**src/rtl/if_pkg.sv**
```systemverilog
// if_pkg: shared constants for the fetch stage, IF/ID register and decode.
//   - instruction field bit positions
//   - bubble opcode
//   - fetch FSM state encoding
//   - if_fields_t: the split instruction fields plus return PC
package if_pkg;

  localparam int OPC_HI  = 31;
  localparam int OPC_LO  = 27;
  localparam int RD_HI   = 26;
  localparam int RD_LO   = 22;
  localparam int RS_HI   = 21;
  localparam int RS_LO   = 17;
  localparam int RT_HI   = 16;
  localparam int RT_LO   = 12;
  localparam int IMM_HI  = 16;
  localparam int IMM_LO  = 0;
  localparam int JIDX_HI = 26;
  localparam int JIDX_LO = 0;

  localparam logic [4:0] NOP_OPCODE = 5'b11111;

  typedef enum logic {
    ST_REQ  = 1'b0,
    ST_HOLD = 1'b1
  } if_state_e;

  typedef struct packed {
    logic [4:0]  opcode;
    logic [4:0]  rd;
    logic [4:0]  rs;
    logic [4:0]  rt;
    logic [16:0] imm;
    logic [31:0] jaddr;
    logic [31:0] pc;
  } if_fields_t;

endpackage

```
**src/rtl/if_fetch_unit_field_split.sv**
```systemverilog
// if_field_split: combinational splitter of a 32-bit instruction word.
//   instr  : instruction word
//   ret_pc : sequential return PC (fetched address + 1)
//   fields : opcode/rd/rs/rt/imm/jaddr/pc
// Jaddr takes its upper bits from the return PC, not the fetched address.
module if_field_split
  import if_pkg::*;
(
  input  logic [31:0] instr,
  input  logic [31:0] ret_pc,
  output if_fields_t  fields
);

  always_comb begin
    fields        = '0;
    fields.opcode = instr[OPC_HI:OPC_LO];
    fields.rd     = instr[RD_HI:RD_LO];
    fields.rs     = instr[RS_HI:RS_LO];
    fields.rt     = instr[RT_HI:RT_LO];
    fields.imm    = instr[IMM_HI:IMM_LO];
    fields.jaddr  = {ret_pc[31:27], instr[JIDX_HI:JIDX_LO]};
    fields.pc     = ret_pc;
  end

endmodule

```
**src/rtl/if_fetch_unit.sv**
```systemverilog
// if_fetch_unit: instruction-fetch stage feeding the IF/ID register.
//   clk, Reset (sync, active-high)
//   Stall, Redirect, Target        : hazard hold / branch-jump redirect
//   Imem_req, Imem_addr            : level request to imem (word address)
//   Imem_ack, Imem_rdata           : returned instruction
//   Opcode/Rd/Rs/Rt/Imm/Jaddr/Pc   : registered split fields, Valid qualifies
// Optional macro IF_PERF_CNT_EN adds FetchCount and StallCycles counters.
module if_fetch_unit #(
  parameter logic [31:0] RESET_PC   = 32'd0,
  parameter logic [4:0]  NOP_OPCODE = if_pkg::NOP_OPCODE
) (
  input  logic        clk,
  input  logic        Reset,
  input  logic        Stall,
  input  logic        Redirect,
  input  logic [31:0] Target,
  output logic        Imem_req,
  output logic [31:0] Imem_addr,
  input  logic        Imem_ack,
  input  logic [31:0] Imem_rdata,
  output logic [4:0]  Opcode,
  output logic [4:0]  Rd,
  output logic [4:0]  Rs,
  output logic [4:0]  Rt,
  output logic [16:0] Imm,
  output logic [31:0] Jaddr,
  output logic [31:0] Pc,
`ifdef IF_PERF_CNT_EN
  output logic [31:0] FetchCount,
  output logic [31:0] StallCycles,
`endif
  output logic        Valid
);

  import if_pkg::*;

  localparam if_fields_t BUBBLE = '{opcode: NOP_OPCODE, rd: 5'd0, rs: 5'd0,
                                    rt: 5'd0, imm: 17'd0, jaddr: 32'd0,
                                    pc: 32'd0};

  if_state_e   state_q, state_d;
  logic [31:0] pc_q, pc_d;
  logic        drop_q, drop_d;
  logic [31:0] hold_q, hold_d;
  if_fields_t  fld_q, fld_d;
  logic        valid_q, valid_d;

  logic [31:0] pc_plus1;
  logic [31:0] src_word;
  if_fields_t  split;
  logic        deliver;

  assign pc_plus1 = pc_q + 32'd1;
  // One splitter serves both the direct-capture and HOLD-release paths.
  assign src_word = (state_q == ST_HOLD) ? hold_q : Imem_rdata;

  if_field_split u_split (
    .instr  (src_word),
    .ret_pc (pc_plus1),
    .fields (split)
  );

  always_comb begin
    state_d = state_q;
    pc_d    = pc_q;
    drop_d  = drop_q;
    hold_d  = hold_q;
    fld_d   = fld_q;
    valid_d = valid_q;
    deliver = 1'b0;
    if (Redirect) begin
      pc_d    = Target;
      state_d = ST_REQ;
      fld_d   = BUBBLE;
      valid_d = 1'b0;
      // An unacked request is still in flight at the memory; its data must
      // be thrown away when it arrives. A same-cycle ack is simply ignored.
      drop_d  = (state_q == ST_REQ) && !Imem_ack;
    end else if (state_q == ST_REQ) begin
      if (Imem_ack && drop_q) begin
        drop_d = 1'b0;
        if (!Stall) begin
          fld_d   = BUBBLE;
          valid_d = 1'b0;
        end
      end else if (Imem_ack && !Stall) begin
        fld_d   = split;
        valid_d = 1'b1;
        pc_d    = pc_plus1;
        deliver = 1'b1;
      end else if (Imem_ack) begin
        // Park the word; PC advances only when it is actually delivered.
        hold_d  = Imem_rdata;
        state_d = ST_HOLD;
      end else if (!Stall) begin
        fld_d   = BUBBLE;
        valid_d = 1'b0;
      end
    end else if (!Stall) begin
      fld_d   = split;
      valid_d = 1'b1;
      pc_d    = pc_plus1;
      state_d = ST_REQ;
      deliver = 1'b1;
    end
  end

  always_ff @(posedge clk) begin
    if (Reset) begin
      state_q <= ST_REQ;
      pc_q    <= RESET_PC;
      drop_q  <= 1'b0;
      hold_q  <= 32'd0;
      fld_q   <= BUBBLE;
      valid_q <= 1'b0;
    end else begin
      state_q <= state_d;
      pc_q    <= pc_d;
      drop_q  <= drop_d;
      hold_q  <= hold_d;
      fld_q   <= fld_d;
      valid_q <= valid_d;
    end
  end

  assign Imem_req  = (state_q == ST_REQ);
  assign Imem_addr = pc_q;
  assign Opcode    = fld_q.opcode;
  assign Rd        = fld_q.rd;
  assign Rs        = fld_q.rs;
  assign Rt        = fld_q.rt;
  assign Imm       = fld_q.imm;
  assign Jaddr     = fld_q.jaddr;
  assign Pc        = fld_q.pc;
  assign Valid     = valid_q;

`ifdef IF_PERF_CNT_EN
  logic [31:0] fetch_cnt_q, fetch_cnt_d;
  logic [31:0] stall_cnt_q, stall_cnt_d;

  always_comb begin
    fetch_cnt_d = fetch_cnt_q + {31'd0, deliver};
    stall_cnt_d = stall_cnt_q + {31'd0, Stall};
  end

  always_ff @(posedge clk) begin
    if (Reset) begin
      fetch_cnt_q <= 32'd0;
      stall_cnt_q <= 32'd0;
    end else begin
      fetch_cnt_q <= fetch_cnt_d;
      stall_cnt_q <= stall_cnt_d;
    end
  end

  assign FetchCount  = fetch_cnt_q;
  assign StallCycles = stall_cnt_q;
`else
  logic unused_deliver;
  assign unused_deliver = deliver;
`endif

endmodule

```
**config.mk**
```make
export PLATFORM = sky130hd
export DESIGN_NAME = if_fetch_unit
export DESIGN_NICKNAME = d
export VERILOG_FILES = /design/src/rtl/if_pkg.sv /design/src/rtl/if_fetch_unit_field_split.sv /design/src/rtl/if_fetch_unit.sv
export SDC_FILE = /design/constraint.sdc
export NUM_CORES = 1
export LEC_CHECK = 0
export CAP_MARGIN = 15
export CORE_UTILIZATION = 49
export DETAILED_ROUTE_END_ITERATION = 8
export PLACE_DENSITY_LB_ADDON = 0.12
export SLEW_MARGIN = 20
export SYNTH_ARGS = -nofsm -noshare
export SYNTH_HDL_FRONTEND = slang
export SYNTH_HIERARCHICAL = 1
export SYNTH_SLANG_ARGS = --single-unit
```
**constraint.sdc**
```tcl
create_clock -name clk -period 2.7 [get_ports clk]
set_input_delay 0.54 -clock clk [delete_from_list [all_inputs] [get_ports clk]]
set_output_delay 0.54 -clock clk [all_outputs]
set_load 0.03 [all_outputs]
```
# After elaboration in Yosys (flattened, before gate mapping)
# Cells that the tools add are included.
# W data, S select, Z words.
[word_totals]
regBits = 168
in_bits = 69
out_inout_bits = 135
word_cells = 60
[op_classes]
n_addsub = 1
n_eq_ne = 5
n_mux = 26
n_bitwise = 4
n_reduce_logical = 12
[op_table]
columns = ["cell", "count"]
rows = [
  ["$mux W101", 6],
  ["$mux W32", 6],
  ["$add A32 B1 Y32 const B", 1],
  ["$mux W1", 14],
  ["$ne A3 B3 Y1 const B", 2],
  ["$reduce_and A5 Y1", 1],
  ["$ne A2 B2 Y1 const B", 2],
  ["$ne A4 B1 Y1 const B", 1],
  ["$not A1 Y1", 4],
  ["$reduce_and A2 Y1", 2],
  ["$logic_and A1 B1 Y1", 3],
  ["$reduce_and A3 Y1", 1],
  ["$reduce_bool A3 Y1", 1],
  ["$logic_not A1 Y1", 2],
  ["$reduce_bool A2 Y1", 1],
  ["$reduce_or A2 Y1", 1],
]

# Depth between registers and ports, before layout
# Gate-level depths: netlist of run 1.
[logic_depth]
word_depth = 6
mapped_depth = 8
depth_no_buf = 7

# By module
# The synthesis of run 1 kept the hierarchy.
[modules_own_cells]
columns = ["module", "n_inst", "cells_each", "area_per_inst_um2", "seq_area_each_um2"]
rows = [
  ["if_fetch_unit", 1, 701, 6857.8, 3363.2],
  ["if_field_split", 1, 101, 758.2, 0.0],
]

# Worst setup path before layout of run 1
# No wires, ideal clock.
[synth_timing]
kind = "register to register"
from = "register pc_q[1], in the netlist Imem_addr[1]"
to = "register fld_q, in the netlist Jaddr[28]"
setup_time_ps = 117
t_arrival_ps = 2134
required_time_ps = 2583
path_slack_ps = 449
stages_incl_launch_ff = 9
n_path_buf = 2
period_less_slack_ps = 2251
cell_sequence = "dfxtp_1 -> ha_1 -> nand3_2 -> nor4_2 -> buf_4 -> nand3_1 -> xnor2_1 -> buf_4 -> a22o_1"
[synth_via]
elab_chain_len = 4
word_cells_on_any_way = 5
classes_between = "add/sub (1); mux (4)"
[synth_rtl]
columns = ["item", "line", "text"]
rows = [
  ["start: declaration", "if_fetch_unit.sv:42", "logic [31:0] pc_q, pc_d;"],
  ["start signal: assignment", "if_fetch_unit.sv:118", "pc_q <= pc_d;"],
  ["$add A32 B1 Y32 *", "if_fetch_unit.sv:53", "assign pc_plus1 = pc_q + 32'd1;"],
  ["via pc_plus1[28]", "if_fetch_unit.sv:48", "logic [31:0] pc_plus1;"],
  ["$mux W101", "if_fetch_unit.sv:86", "end else if (Imem_ack && !Stall) begin"],
  ["$mux W101", "if_fetch_unit.sv:80", "if (Imem_ack && drop_q) begin"],
  ["$mux W101 *", "if_fetch_unit.sv:79", "end else if (state_q == ST_REQ) begin"],
  ["end signal: assignment", "if_fetch_unit.sv:121", "fld_q <= fld_d;"],
  ["end: declaration", "if_fetch_unit.sv:45", "if_fields_t fld_q, fld_d;"],
]
# The timed path passes the listed nets; every way through them passes the cells marked *. The select of a mux whose other input is x is not followed.
# A chain may end at the register's enable or synchronous reset.

# Worst setup path after layout of run 1
[layout_timing]
from = "register pc_q[4], in the netlist Imem_addr[4]"
to = "output port Imem_addr[4]"
[layout_lines]
columns = ["item", "line", "text"]
rows = [
  ["end: declaration", "if_fetch_unit.sv:18", "output logic [31:0] Imem_addr,"],
]
# No word-level cell between the ends.

==> implementation parameters, run 1 <==
Parameter                              Value

Status
  Run status    finished clean

Routing
  Via density per instance    5.58
  Post-Route WL    ~19 mm
  First-pass iteration count of the detailed router    5
  Drt first-iter violations    441
  Post-detailed-route DRC marker count    0
  Via Count    6073
  Post-detailed-route wirelength per cell    17.6 um
  Number of routed nets with antenna violations    0

Timing
  Sum Neg Setup Slack    0 ns
  Fin crit share    just over 80%
  Minimum setup slack in the final design    0.475 ns
  Tightest hold margin    0.450 ns
  Max-slew violation count    0
  Max-slew headroom at the worst pin    54.1%
  Unrepaired setup endpoints after global routing    no
  Setup-failing EPs final    0
  Slew @ Worst Pin    0.688 ns
  Count of endpoints failing hold in the final timing report    0
  Clk_skew    about 0.0085 ns
  Maximum frequency from static timing analysis    449 MHz
  Final min period    2.22 ns

Setup path
  CP Data Required Time    approximately 2.2 ns
  Slowest stage delay, CP    approximately 0.74 ns
  Cells along the critical path    clkdlybuf4s50_1
  Critical Path Start Type    register
  Kind of cell with the highest combined delay on the critical path    buffers and inverters
  Largest fanout of any net on the critical path    7
  Crit path buf inv count    1
  Reg-to-reg slack, setup    0.51 ns
  End of the worst register-to-register path    Imem_addr[21]
  Arr. time, crit path    1.68 ns
  Class of the most critical setup path    reg2out
  Critical Path Slowest Stage Cell    sky130_fd_sc_hd__clkdlybuf4s50_1
  Path depth of the worst reg2reg path    5
  Category of the worst setup path capture point    primary output
  Critical register-to-register path startpoint    Imem_addr[4]

Power
  Internal    ~0.0043 W
  Fraction of power spent switching nets    25.3%
  Switching power    0.00146 W
  Combinational cell fraction of total power    11.9%
  LEAKAGE    3.53 nW
  Clock group share of total power    between 40% and 50%
  Power per unit of standard cell area    596 nW/um2
  Part of the total power dissipated in sequential elements    46.0%
  Largest vdd supply drop    0.493 mV

CTS
  Total of hold buffers inserted after clock tree synthesis    0
  Clock-pin transition on the worst setup and hold timing paths    0.06 ns
  Clock insertion delay at the later pin of the skew report    0.43 ns
  Count of clock tree sinks    168
  CTS H-tree depth    4
  Root buffer cell    sky130_fd_sc_hd__clkbuf_16
  Clock tree from TritonCTS    built
  Setup Fix Bufs, Post-CTS    0
  Total CTS buffers    17
  Cts repair resizes    0
  Buffer levels on the longest clock path    2

GRT
  Remaining Overflow, GRT    0
  Initial antenna violation count    0
  Largest net degree at the start of global routing    76
  First-pass GRT wire length    30.9 mm
  GRT Util Overall    between 20% and 30%
  Number of global-route vias before repair    approximately 5900

Yosys
  Post-synth net total    872
  Register bit total from synthesis    around 170
  Fraction of registers with async set or reset after synthesis    0%
  Mean Syn Cell Area    9.50 um2
  Top post-synthesis cells by area    sky130_fd_sc_hd__dfxtp_1 (44%), sky130_fd_sc_hd__a22o_1 (11%), sky130_fd_sc_hd__buf_4 (10%), sky130_fd_sc_hd__nand2_1 (4.8%), sky130_fd_sc_hd__mux2_2 (4.7%)
  Fraction of post-synthesis cell area in the top cell type by area    44.2%
  Total of warnings raised by yosys    6
  Post-synth top flop    sky130_fd_sc_hd__dfxtp_1
  Cells after synthesis    802
  Post-synth top area cell    sky130_fd_sc_hd__dfxtp_1
  Post-Syn Area    between 7000 and 8000 um2
  Number of enable-type register cells in the synthesized netlist    0
  Unique masters post-synth    49
  Fraction of the yosys area taken by sequential cells    44.2%

Run
  Max Cap Viol    0

Floorplanning
  Die boundary width    127 um
  Starting density of the core    50.1%
  IO Pins    204
  Site row count    45
  Full die area    16000 um2
  Core area    15200 um2
  Die height    127 um

Place
  Global placement routability congestion    0.851
  Dpl hpwl    between 10 and 15 mm
  Port Buf Inserts    203
  Placement-stage cell area    9080 um2
  Pre-CTS setup slack    around 0.28 ns

Layout
  Diodes inserted    0
  Share of final-layout standard cells stronger than drive strength 1    11.4%
  Final net count    958
  Area of all placed cells without fillers    9670 um2
  Layout area overhead    27.0%

Worst hold path
  Hold Startpoint    hold_q[24]
  Terminating pin of the worst hold path    hold_q[24]
  Hold path cells    2
  Class of the tightest hold or removal check    reg2reg
## how the worst max path moves through the flow
| stage | end | slack [ns] | from | depth (start not counted) |
|---|---|---|---|---|
| floorplan | Jaddr[28] | 0.45 | Imem_addr[1] | 8 |
| global placement | hold_q[4] | 0.39 | Redirect | 6 |
| detailed placement | hold_q[28] | 0.28 | Redirect | 6 |
| CTS | Imem_addr[4] | 0.44 | Imem_addr[4] | 1 |
| global route | Pc[31] | 0.25 | Imem_addr[12] | 5 |
| finish | Imem_addr[4] | 0.48 | Imem_addr[4] | 1 |
## flip-flops by register name, summed over array words and instances (netlist names)
signal     flops
Imem_addr     32
Jaddr         32
Pc            32
hold_q        32
Imm           17
Opcode         5
Rd             5
Rs             5
Rt             5
Valid          1
drop_q         1
state_q        1
## layer usage
metal	GRT usage, %	share of wire [%]	up-vias
met5	0	0	-
met4	6.79	1.0	0
met3	7.00	6.7	15
met2	39.2	47	206
met1	31.9	46	2933
li1	-	-	2919
## worst register-to-register path, cell delays in order (launching register included)
cell and delay, ns:
sky130_fd_sc_hd__dfxtp_1 0.52, sky130_fd_sc_hd__nand3_2 0.17, sky130_fd_sc_hd__nor4_1 0.40, sky130_fd_sc_hd__nand3_1 0.33
sky130_fd_sc_hd__or3_1 0.40, sky130_fd_sc_hd__a311oi_1 0.27
## synthesized netlist by cell type (all sizes together), types with 2 or more instances
cell type    n
a21oi       39
a31oi        4
a211oi      12
o311ai       4
clkbuf      37
o31a         2
xor2        20
nor4         7
or3          5
nor3         9
a221oi       4
o22a         5
nand2       98
and4         2
nor2        37
a311oi       6
nand2b       2
xnor2       27
nor2b        2
inv         10
mux2        32
dfxtp      168
o21ai        8
nand4       16
nand3       18
and3         5
buf        118
a22o        98
## cell usage in the layout, fill, tap and decap left out, types with 2 or more instances in the layout
cell type / n
sky130_fd_sc_hd__mux2_2: 32
sky130_fd_sc_hd__xor2_1: 20
sky130_fd_sc_hd__a221oi_2: 2
sky130_fd_sc_hd__a211oi_2: 2
sky130_fd_sc_hd__or3_1: 5
sky130_fd_sc_hd__dfxtp_1: 167
sky130_fd_sc_hd__buf_4: 17
sky130_fd_sc_hd__a22o_1: 98
sky130_fd_sc_hd__nand4_2: 2
sky130_fd_sc_hd__clkinv_4: 2
sky130_fd_sc_hd__nand3_2: 4
sky130_fd_sc_hd__clkbuf_8: 6
sky130_fd_sc_hd__xnor2_1: 27
sky130_fd_sc_hd__a311oi_1: 6
sky130_fd_sc_hd__nor4_4: 2
sky130_fd_sc_hd__inv_6: 2
sky130_fd_sc_hd__clkinvlp_4: 2
sky130_fd_sc_hd__o311ai_0: 4
sky130_fd_sc_hd__nand2b_1: 2
sky130_fd_sc_hd__nor3_1: 7
sky130_fd_sc_hd__and4_1: 2
sky130_fd_sc_hd__clkdlybuf4s50_1: 202
sky130_fd_sc_hd__and3_1: 5
sky130_fd_sc_hd__nand4_1: 13
sky130_fd_sc_hd__nor2b_1: 2
sky130_fd_sc_hd__a211oi_1: 10
sky130_fd_sc_hd__buf_12: 2
sky130_fd_sc_hd__a31oi_1: 4
sky130_fd_sc_hd__o22a_1: 5
sky130_fd_sc_hd__nor2_1: 37
sky130_fd_sc_hd__nor4_1: 4
sky130_fd_sc_hd__o31a_1: 2
sky130_fd_sc_hd__a21oi_1: 38
sky130_fd_sc_hd__nand2_1: 98
sky130_fd_sc_hd__inv_1: 9
sky130_fd_sc_hd__o21ai_0: 7
sky130_fd_sc_hd__clkbuf_16: 17
sky130_fd_sc_hd__nand3_1: 14
sky130_fd_sc_hd__a221oi_1: 2
## layout make-up
type / instances / area [um2]
fillers: 1268 / 5530
flip-flops and latches: 168 / 3360
multi-input cells: 469 / 3240
repair buffers: 222 / 2190
clock buffers: 23 / 508
well taps: 188 / 235
clock inverters: 8 / 85.1
inverters: 10 / 37.5
## per-stage QoR
stage / cells / power, W / utilization (%)
final: 1088 / 0.00576 / 63.6
after global routing: 1088 / 0.00597 / 63.6
after CTS: 1088 / 0.00581 / 63.6
after detailed placement: 1057 / 0.00339 / 59.7
after global placement: 1057 / 0.00337 / 59.7
after floorplan: 802 / 0.00320 / -
## logic make-up (layout without fill, tap and decap cells)
kind of cell             Yosys count  after routing  synth area share [%]
flip-flops                       168            168                  44.2
adder cells (fa/ha/maj)            1              1                 0.164
AND/OR/NAND/NOR                  202            202                  12.9
XOR/XNOR                          47             47                  5.41
AO/OA/AOI/OAI                    187            187                  19.2
multiplexers                      32             32                  4.73
buffers and inverters            165            263                  13.4
## power groups by stage
stage / Clock [W] / Combinational (W) / Sequential [W]
final: 0.00242 / 0.000688 / 0.00265
after global routing: 0.00258 / 0.000732 / 0.00266
after CTS: 0.00247 / 0.000689 / 0.00265
after detailed placement: 0 / 0.000684 / 0.00270
after global placement: 0 / 0.000674 / 0.00270
after floorplan: 0 / 0.000400 / 0.00280
No activity file was read; power rests on OpenSTA's default activity.
==> run 2, diff against run 1 <==
- CORE_UTILIZATION: 49 -> 44
- clock period: 2.7 -> 2 ns (I/O delays scaled with it)
==> run 2 against run 1 <==
Net effect: first-iteration DRC count fell by 28%; critical path depth did not move; critical path type unchanged; highest routed layer unchanged; largest cell class unchanged; core utilization shrank 3.7 points.
==> implementation parameters, run 2 (same netlist as run 1, synthesis figures left out) <==
Parameter                              Value

Timing
  Maximum frequency from static timing analysis    511 MHz
  Final min period    1.96 ns
  Max-slew violation count    0 (unchanged)
  Minimum setup slack in the final design    0.0413 ns (-0.434 ns)
  Fin crit share    97.9%
  Count of endpoints failing hold in the final timing report    0 (unchanged)
  Clk_skew    0.00509 ns (-0.00341 ns)
  Slew @ Worst Pin    0.435 ns (-0.253 ns)
  Setup-failing EPs final    0 (unchanged)
  Unrepaired setup endpoints after global routing    no
  Sum Neg Setup Slack    0 ns (unchanged)
  Max-slew headroom at the worst pin    70.9% (+17 points)

GRT
  First-pass GRT wire length    31.2 mm (+0.74%)
  Remaining Overflow, GRT    0 (unchanged)
  Initial antenna violation count    1 (+1)
  Largest net degree at the start of global routing    78 (+2.6%)
  Number of global-route vias before repair    6005 (+1.2%)
  GRT Util Overall    22.0% (-2.4 points)

Setup path
  Kind of cell with the highest combined delay on the critical path    buffers and inverters
  Crit path buf inv count    1 (unchanged)
  Critical Path Start Type    register
  Largest fanout of any net on the critical path    7 (unchanged)
  CP Data Required Time    1.60 ns (-0.56 ns)
  Arr. time, crit path    1.56 ns (-0.12 ns)
  Class of the most critical setup path    reg2out
  Slowest stage delay, CP    0.71 ns (-0.03 ns)
  Critical Path Slowest Stage Cell    sky130_fd_sc_hd__clkdlybuf4s50_1
  Cells along the critical path    clkdlybuf4s50_1
  Number of gates on the worst path with buffers counted    1 (unchanged)
  Path depth of the worst reg2reg path    6 (+1)
  Category of the worst setup path capture point    primary output

Layout
  Final net count    980 (+2.3%)
  Layout area overhead    31.8%
  Non-filler cells in the finished layout    1144 (+5.1%)
  Core occupancy in the finished layout    59.9% (-3.7 points)
  Top library cells by usage in the layout, fill and taps aside    sky130_fd_sc_hd__clkdlybuf4s50_1 (184), sky130_fd_sc_hd__dfxtp_1 (151), sky130_fd_sc_hd__nand2_1 (98), sky130_fd_sc_hd__a22o_1 (98), sky130_fd_sc_hd__a21oi_1 (38)
  Commonest non-fill, non-tap cell in the layout    sky130_fd_sc_hd__clkdlybuf4s50_1
  Number of fill cells    1424 (+12%)
  Area of all placed cells without fillers    10000 um2 (+3.8%)
  Share of final-layout standard cells stronger than drive strength 1    15.7% (+4.3 points)

Status
  Run status    finished clean

CTS
  Clock tree from TritonCTS    built
  Clock-pin transition on the worst setup and hold timing paths    0.06 ns (about the same)
  CTS H-tree depth    4 (unchanged)
  Buffer levels on the longest clock path    2 (unchanged)
  Count of clock tree sinks    168 (unchanged)
  Clock insertion delay at the later pin of the skew report    0.42 ns (about the same)
  Root buffer cell    sky130_fd_sc_hd__clkbuf_16
  Total CTS buffers    17 (unchanged)

Place
  Global placement routability congestion    0.816 (-4.1%)
  Port Buf Inserts    203 (unchanged)
  Pre-CTS setup slack    -0.180 ns (-0.464 ns)
  Dpl hpwl    13.7 mm (+5.6%)
  Placement-stage cell area    9370 um2 (+3.2%)
  Cell count after placement    1107 (+4.7%)

Worst hold path
  Hold path cells    2 (unchanged)
  Class of the tightest hold or removal check    in2reg

Floorplanning
  IO Pins    204 (unchanged)
  Site row count    47 (+4.4%)
  Starting density of the core    45.4% (-4.7 points)
  Full die area    17800 um2 (+11%)
  Core area    16800 um2 (+10%)
  Die boundary width    134 um (+5.4%)
  Die height    134 um (+5.4%)

Routing
  Drt first-iter violations    317 (-28%)
  First-pass iteration count of the detailed router    5 (unchanged)
  Via Count    6067 (-0.099%)
  Post-detailed-route DRC marker count    0 (unchanged)
  Via density per instance    5.30 (-5.0%)
  Post-Route WL    19.5 mm (+1.6%)
  Number of routed nets with antenna violations    0 (unchanged)
  Post-detailed-route wirelength per cell    17.0 um (-3.3%)

Run
  Max Cap Viol    0 (unchanged)

Power
  Power per unit of standard cell area    761 nW/um2 (+28%)
  Largest vdd supply drop    0.675 mV (+37%)
  LEAKAGE    3.87 nW (+9.9%)
run 2: final cells by class:
class	instances	area [um2]	area share [%]
diodes	1	2.50	0.0249
clock buffers	21	472	4.70
clock inverters	11	86.3	0.860
inverters	10	37.5	0.374
multi-input cells	469	3310	33.0
flip-flops and latches	168	3390	33.8
well taps	220	275	2.74
repair buffers	244	2460	24.5
run 2: path summary, 6_finish.rpt:
path	end	slack, ns	start
worst max-delay path	Imem_addr[12]	0.04	Imem_addr[12]
worst min-delay path	drop_q	0.31	Reset
worst max register to register	Imem_addr[15]	0.09	Imem_addr[3]
worst min register to register	hold_q[15]	0.45	hold_q[15]
run 2: power by group:
part	internal (W)	switching, W	total, W
registers	0.00345	0.000121	0.00358
clock network	0.00171	0.00138	0.00310
logic	0.000462	0.000502	0.000964
total	0.00563	0.00201	0.00764
run 2: metal layers:
layer,global-route usage [%],vias up,wire [um]
met5,0,-,0
met4,7.26,0,326
met3,5.25,22,1090
met2,35.1,184,8990
met1,29.0,2892,9070
li1,-,2969,-
run 2: what timing repair did:
action                     4_1_cts  5_1_grt
hold endpoints to repair         0        0
gates cloned                     0        1
pin swaps                        0        3
setup buffers                    0        3
gates resized for setup          8       18
setup endpoints to repair        9       30
hold buffers                     0        0
run 2: through the flow:
step / hold WS [ns] / total power (W)
after floorplan: 0.433 / 0.00432
after global placement: 0.438 / 0.00460
after detailed placement: 0.444 / 0.00462
after CTS: 0.294 / 0.00772
after global routing: 0.319 / 0.00794
final: 0.309 / 0.00764
